$ cat src/rtl/ysyx_23060332_ifu_pkg.sv
// Shared constants and types for the instruction fetch unit.
package ysyx_23060332_ifu_pkg;

    localparam logic [31:0] IFU_RESET_PC = 32'h8000_0000;
    localparam logic [31:0] IFU_NOP_INST = 32'h0000_0013;
    localparam logic [1:0]  RESP_OKAY    = 2'b00;

    // One instruction in flight: fetch address, wait for data, hand off, wait for retire.
    typedef enum logic [2:0] {
        IfuIdle  = 3'd0,
        IfuAr    = 3'd1,
        IfuR     = 3'd2,
        IfuOut   = 3'd3,
        IfuWaitC = 3'd4
    } ifu_state_e;

    // Instructions are word aligned; the low two bits of a target are dropped.
    function automatic logic [31:0] word_align(input logic [31:0] addr);
        return {addr[31:2], 2'b00};
    endfunction

endpackage

$ cat src/rtl/ysyx_23060332_ifu_if.sv
// Fetch-unit bus: instruction-memory read channel, decode handshake and commit feedback.
interface ysyx_23060332_ifu_if;

    // Instruction memory read channel
    logic [31:0] araddr;
    logic        arvalid;
    logic        arready;
    logic [31:0] rdata;
    logic [1:0]  rresp;
    logic        rvalid;
    logic        rready;

    // Decode handshake
    logic [31:0] inst_o;
    logic [31:0] inst_addr_o;
    logic        inst_valid;
    logic        inst_ready;

    // Retire feedback
    logic        commit_i;
    logic        jump_flag_i;
    logic [31:0] jump_addr_i;

    logic        fetch_err;

    modport master (
        output araddr, arvalid, rready,
        input  arready, rdata, rresp, rvalid,
        output inst_o, inst_addr_o, inst_valid,
        input  inst_ready,
        input  commit_i, jump_flag_i, jump_addr_i,
        output fetch_err
    );

    modport slave (
        input  araddr, arvalid, rready,
        output arready, rdata, rresp, rvalid,
        input  inst_o, inst_addr_o, inst_valid,
        output inst_ready,
        output commit_i, jump_flag_i, jump_addr_i,
        input  fetch_err
    );

endinterface

$ cat src/rtl/ysyx_23060332_ifu_pc.sv
// Architectural PC register with sequential increment and redirect.
module ysyx_23060332_ifu_pc
    import ysyx_23060332_ifu_pkg::*;
#(
    parameter logic [31:0] RESET_PC = IFU_RESET_PC
) (
    input  logic        clk,
    input  logic        rst,
    input  logic        update,
    input  logic        jump_flag,
    input  logic [31:0] jump_addr,
    output logic [31:0] pc,
    output logic        misalign
);

    logic [31:0] pc_q;
    logic [31:0] pc_d;

    // Next PC: redirect to the aligned target, else step one word (wraps at 2^32).
    always_comb begin
        pc_d = pc_q;
        if (update) begin
            pc_d = jump_flag ? word_align(jump_addr) : pc_q + 32'd4;
        end
    end

    // Flag a redirect whose target is not word aligned.
    always_comb begin
        misalign = update & jump_flag & (jump_addr[1:0] != 2'b00);
    end

    // PC register.
    always_ff @(posedge clk or posedge rst) begin
        if (rst) begin
            pc_q <= RESET_PC;
        end else begin
            pc_q <= pc_d;
        end
    end

    assign pc = pc_q;

endmodule

$ cat src/rtl/ysyx_23060332_ifu.sv
// Instruction fetch unit: fetches one instruction, hands it to decode, waits for its commit.
module ysyx_23060332_ifu
    import ysyx_23060332_ifu_pkg::*;
#(
    parameter logic [31:0] RESET_PC = IFU_RESET_PC,
    parameter logic [31:0] NOP_INST = IFU_NOP_INST
) (
    input logic                  clk,
    input logic                  rst,
    ysyx_23060332_ifu_if.master  bus
);

    ifu_state_e  state_q;
    ifu_state_e  state_d;
    logic [31:0] inst_buf_q;
    logic        fetch_err_q;
    logic [31:0] pc;
    logic        pc_update;
    logic        pc_misalign;
    logic        resp_bad;

    // Commit is only honoured once decode has taken the instruction.
    assign pc_update = bus.commit_i &
                       (((state_q == IfuOut) & bus.inst_ready) | (state_q == IfuWaitC));

    assign resp_bad = (state_q == IfuR) & bus.rvalid & (bus.rresp != RESP_OKAY);

    ysyx_23060332_ifu_pc #(
        .RESET_PC (RESET_PC)
    ) u_pc (
        .clk       (clk),
        .rst       (rst),
        .update    (pc_update),
        .jump_flag (bus.jump_flag_i),
        .jump_addr (bus.jump_addr_i),
        .pc        (pc),
        .misalign  (pc_misalign)
    );

    // State register; reset abandons any outstanding fetch.
    always_ff @(posedge clk or posedge rst) begin
        if (rst) begin
            state_q <= IfuIdle;
        end else begin
            state_q <= state_d;
        end
    end

    // Next-state logic.
    always_comb begin
        state_d = state_q;
        case (state_q)
            IfuIdle:  state_d = IfuAr;
            IfuAr:    if (bus.arready) state_d = IfuR;
            IfuR:     if (bus.rvalid) state_d = IfuOut;
            IfuOut: begin
                if (bus.inst_ready) begin
                    // A same-cycle commit skips the wait state entirely.
                    state_d = bus.commit_i ? IfuAr : IfuWaitC;
                end
            end
            IfuWaitC: if (bus.commit_i) state_d = IfuAr;
            default:  state_d = IfuIdle;
        endcase
    end

    // Outputs decoded from registered state only.
    always_comb begin
        bus.arvalid     = (state_q == IfuAr);
        bus.rready      = (state_q == IfuR);
        bus.inst_valid  = (state_q == IfuOut);
        bus.araddr      = pc;
        bus.inst_o      = inst_buf_q;
        bus.inst_addr_o = pc;
        bus.fetch_err   = fetch_err_q;
    end

    // Instruction buffer; an error response delivers a NOP instead of the returned data.
    always_ff @(posedge clk or posedge rst) begin
        if (rst) begin
            inst_buf_q <= 32'h0;
        end else if ((state_q == IfuR) && bus.rvalid) begin
            inst_buf_q <= resp_bad ? NOP_INST : bus.rdata;
        end
    end

    // Sticky error flag: bad response or misaligned redirect, cleared only by reset.
    always_ff @(posedge clk or posedge rst) begin
        if (rst) begin
            fetch_err_q <= 1'b0;
        end else if (resp_bad || pc_misalign) begin
            fetch_err_q <= 1'b1;
        end
    end

endmodule

$ cat src/flat_wrapper.sv
// flat-port wrapper written by rule: the top's interface ports become plain ports
module ysyx_23060332_ifu_flat import ysyx_23060332_ifu_pkg::*;
#(
    parameter logic [31:0] RESET_PC = IFU_RESET_PC,
    parameter logic [31:0] NOP_INST = IFU_NOP_INST
)
  (clk, rst, bus_araddr, bus_arvalid, bus_rready, bus_arready, bus_rdata, bus_rresp, bus_rvalid, bus_inst_o, bus_inst_addr_o, bus_inst_valid, bus_inst_ready, bus_commit_i, bus_jump_flag_i, bus_jump_addr_i, bus_fetch_err);
  ysyx_23060332_ifu_if bus_i ();
  input logic clk;
  input logic rst;
  output wire logic [$bits(bus_i.araddr)-1:0] bus_araddr;
  output wire logic [$bits(bus_i.arvalid)-1:0] bus_arvalid;
  output wire logic [$bits(bus_i.rready)-1:0] bus_rready;
  input wire logic [$bits(bus_i.arready)-1:0] bus_arready;
  input wire logic [$bits(bus_i.rdata)-1:0] bus_rdata;
  input wire logic [$bits(bus_i.rresp)-1:0] bus_rresp;
  input wire logic [$bits(bus_i.rvalid)-1:0] bus_rvalid;
  output wire logic [$bits(bus_i.inst_o)-1:0] bus_inst_o;
  output wire logic [$bits(bus_i.inst_addr_o)-1:0] bus_inst_addr_o;
  output wire logic [$bits(bus_i.inst_valid)-1:0] bus_inst_valid;
  input wire logic [$bits(bus_i.inst_ready)-1:0] bus_inst_ready;
  input wire logic [$bits(bus_i.commit_i)-1:0] bus_commit_i;
  input wire logic [$bits(bus_i.jump_flag_i)-1:0] bus_jump_flag_i;
  input wire logic [$bits(bus_i.jump_addr_i)-1:0] bus_jump_addr_i;
  output wire logic [$bits(bus_i.fetch_err)-1:0] bus_fetch_err;
  assign bus_araddr = bus_i.araddr;
  assign bus_arvalid = bus_i.arvalid;
  assign bus_rready = bus_i.rready;
  assign bus_i.arready = bus_arready;
  assign bus_i.rdata = bus_rdata;
  assign bus_i.rresp = bus_rresp;
  assign bus_i.rvalid = bus_rvalid;
  assign bus_inst_o = bus_i.inst_o;
  assign bus_inst_addr_o = bus_i.inst_addr_o;
  assign bus_inst_valid = bus_i.inst_valid;
  assign bus_i.inst_ready = bus_inst_ready;
  assign bus_i.commit_i = bus_commit_i;
  assign bus_i.jump_flag_i = bus_jump_flag_i;
  assign bus_i.jump_addr_i = bus_jump_addr_i;
  assign bus_fetch_err = bus_i.fetch_err;
  ysyx_23060332_ifu #(.RESET_PC(RESET_PC), .NOP_INST(NOP_INST)) u_core (.clk(clk), .rst(rst), .bus(bus_i));
endmodule
$ cat config.mk
export PLATFORM = sky130hd
export DESIGN_NAME = ysyx_23060332_ifu_flat
export DESIGN_NICKNAME = d
export VERILOG_FILES = /design/src/rtl/ysyx_23060332_ifu_pkg.sv /design/src/rtl/ysyx_23060332_ifu_if.sv /design/src/rtl/ysyx_23060332_ifu_pc.sv /design/src/rtl/ysyx_23060332_ifu.sv /design/src/flat_wrapper.sv
export SDC_FILE = /design/constraint.sdc
export NUM_CORES = 1
export LEC_CHECK = 0
export ABC_CLOCK_PERIOD_IN_PS = 1900
export BUFFER_PORTS_ARGS = -buffer_cell sky130_fd_sc_hd__clkbuf_2
export CORE_UTILIZATION = 43
export CTS_CLUSTER_DIAMETER = 30
export CTS_CLUSTER_SIZE = 28
export DETAILED_ROUTE_END_ITERATION = 10
export PLACE_DENSITY = 0.78
export SYNTH_ARGS = -nofsm -noshare
export SYNTH_HDL_FRONTEND = slang
export SYNTH_SLANG_ARGS = --single-unit
export TNS_END_PERCENT = 10
$ cat constraint.sdc
create_clock -name clk -period 1.9 [get_ports clk]
set_clock_uncertainty 0.05 [all_clocks]
set_input_delay 0.38 -clock clk [delete_from_list [all_inputs] [get_ports clk]]
set_output_delay 0.38 -clock clk [all_outputs]
set_load 0.02 [all_outputs]
==> flow_metrics.env <==
export IMPL_synth_cell_types=58
export IMPL_hold_ws_ns=0.0169
export IMPL_die_x_um=97.9
export IMPL_yosys_cell_count_top_type="nand2_1"
export IMPL_wl_mm=11.4
export IMPL_required_ns=2.08
export IMPL_cp_end_kind="register"
export IMPL_synth_ff_type="dfrtp_1"
export IMPL_std_cell_rows=34
export IMPL_coreArea_sq_um=8810
export IMPL_finalCritPeriodShare_pct=98.6
export IMPL_path_max_fanout=7
export IMPL_setup_viol=0
export IMPL_nets=690
export IMPL_r2r_start="u_core.u_pc.pc[2]"
export IMPL_start_kind="register"
export IMPL_nFillCells=820
export IMPL_gr_total_overflow=0
export IMPL_grt_util_met3_pct=3.72
export IMPL_synth_top_area_share_pct=41.2
export IMPL_syn_inst=456
export IMPL_drive_gt1_share_pct=38.5
export IMPL_routabilityCongestion=0.820
export IMPL_place_ws_ns=0.0337
export IMPL_cts_num_sinks=66
export IMPL_grt_use_total_pct=24.3
export IMPL_status="complete, but fails checks"
export IMPL_antenna_found_initial=0
export IMPL_syn_area_sq_um=3950
export IMPL_utilization_pct=57.4
export IMPL_grt_busiest_layer="met2"
export IMPL_area_growth_syn_to_layout_pct=28.0
export IMPL_use_met1_pct=32.9
export IMPL_ant_nets=0
export IMPL_tns_ns=0
export IMPL_avgSynthCellArea_sq_um=8.67
export IMPL_leakagePower_nw=2.50
export IMPL_rsz0062_at_grt="true"
export IMPL_die_area_sq_um=9580
export IMPL_max_freq_mhz=534
export IMPL_final_area_sq_um=5060
export IMPL_postCtsSetupRepairBufs=0
export IMPL_finalPower_mw=6.95
export IMPL_yosys_area_top_type="dfrtp_1"
export IMPL_cts_tree="built"
export IMPL_port_buffers=168
export IMPL_regToRegSetupSlack_ns=0.03
export IMPL_tightest_slew_ns=0.522
export IMPL_layout_setup_ws_ns=0.0270
export IMPL_initial_core_util_pct=44.9
export IMPL_finalHoldViolations=0
export IMPL_ys_seq_elements=66
export IMPL_placedCellCount=713
export IMPL_viasPerCell=5.57
export IMPL_cp_data_arrival_time_ns=2.06
export IMPL_drt_iter0_drc=322
export IMPL_ys_seq_area_share_pct=41.8
export IMPL_post_dp_cell_area_sq_um=4890
export IMPL_drt_pass1_iterations=8
export IMPL_crit_type="reg2reg"
export IMPL_ctsLongestPathBuffers=2
export IMPL_hold_path_class="in2async"
export IMPL_r2r_end="u_core.u_pc.pc[16]"
export IMPL_slew_headroom_pct=65.1
export IMPL_fin_cells=728
export IMPL_antenna_cells=0
export IMPL_synthTopCellsByArea="dfrtp_1 41%, nand2_1 8.2%, buf_4 7.0%"
export IMPL_ir_drop_mv=0.712
export IMPL_first_global_vias=3785
export IMPL_violations="design-rule violations"
export IMPL_async_flop_share_pct=100
export IMPL_synth_common_cells="86 x nand2_1, 65 x dfrtp_1, 51 x o21ai_0"
export IMPL_use_met2_pct=38.1
export IMPL_vias=4057
export IMPL_clkSlewWorstSetupHoldPaths_ns=0.08
export IMPL_clk_latency_ns=0.34
export IMPL_h_tree_depth=3
export IMPL_cap_viol_max_count=0
export IMPL_wire_per_inst_um=15.7
export IMPL_cts_made_buffers=9
export IMPL_chipHeight_um=97.9
export IMPL_yosysWarnings=0
export IMPL_drv_slew=0
export IMPL_synth_edff_count=0
export IMPL_cts_root_buffer="clkbuf_8"
export IMPL_ioPinCount=173
export IMPL_min_period_ns=1.87
export IMPL_rr_worst_depth=5
export IMPL_drc=7
export IMPL_power_density_nw_per_um2=1370
export IMPL_grt_pass1_wl_mm=18.6
export IMPL_hpwl_mm=8.45
export IMPL_grt_start_max_net_pins=66
[what timing repair did]
item,4_1_cts,5_1_grt
endpoints found under the setup margin,0,11
hold buffers,0,0
resized for setup,0,5
[flip-flops by register name, indices dropped and copies added, names as in the netlist]
signal / flops
u_core.bus.fetch_err: 1
u_core.bus.inst_o: 32
u_core.state_q: 3
u_core.u_pc.pc: 30
[report_power, final]
part	total, mW	internal, mW	switching (mW)
Combinational	3.45	1.22	2.22
Sequential	2.49	1.96	0.529
Clock	1.02	0.456	0.559
[metal layers]
metal	vias to the layer above	routed length (um)	part of all wire [%]
li1	1928	-	-
met1	1913	4920	43
met4	0	296	2.6
met5	-	0	0
met2	189	5520	48
met3	27	675	5.9
[cells in the final DEF, fill, tap and decap left out, types with 7 or more instances in the layout]
master,n
nand3_1,9
clkbuf_8,9
o21ai_0,51
dfrtp_1,63
nor2_1,24
nand4_1,15
inv_1,16
nor3_1,12
clkbuf_2,168
nand2_1,86
buf_4,34
a21oi_1,12
mux2i_1,7
[worst max-delay path by stage]
stage | slack [ns] | cells after the start | to | startpoint
CTS | 0.02 | 6 | u_core.u_pc.pc[26] | u_core.u_pc.pc[2]
global placement | 0.08 | 6 | u_core.u_pc.pc[22] | u_core.u_pc.pc[2]
global route | -0.02 | 6 | u_core.u_pc.pc[26] | u_core.state_q[0]
floorplan | -0.04 | 7 | u_core.bus.inst_o[23] | u_core.state_q[0]
detailed placement | 0.03 | 6 | u_core.u_pc.pc[26] | u_core.u_pc.pc[2]
finish | 0.03 | 5 | u_core.u_pc.pc[16] | u_core.u_pc.pc[2]
[kinds of logic (layout without fill, tap and decap cells)]
group / Yosys count / after routing / synth area share, %
AND/OR/NAND/NOR: 183 / 183 / 24.2
other: 1 / 4 / 0.0949
buffers and inverters: 77 / 238 / 11.2
flip-flops: 66 / 66 / 41.8
AO/OA/AOI/OAI: 119 / 119 / 20.0
multiplexers: 9 / 9 / 2.34
adder cells (fa/ha/maj): 1 / 1 / 0.317
[final cells by class]
type / count / area, sq um / area share (%)
well taps: 108 / 135 / 2.67
inverters: 17 / 67.6 / 1.34
multi-input cells: 316 / 1870 / 37.0
repair buffers: 206 / 1170 / 23.1
clock inverters: 6 / 35.0 / 0.693
clock buffers: 9 / 124 / 2.45
flip-flops and latches: 66 / 1660 / 32.7
[critical path: stages, from the launching register on]
cell and delay (ns):
dfrtp_2 0.45, ha_2 0.23, nand3_2 0.17, nor4_1 0.51, a31oi_1 0.15, o22a_1 0.21
Power figures use the tool's default switching activity.
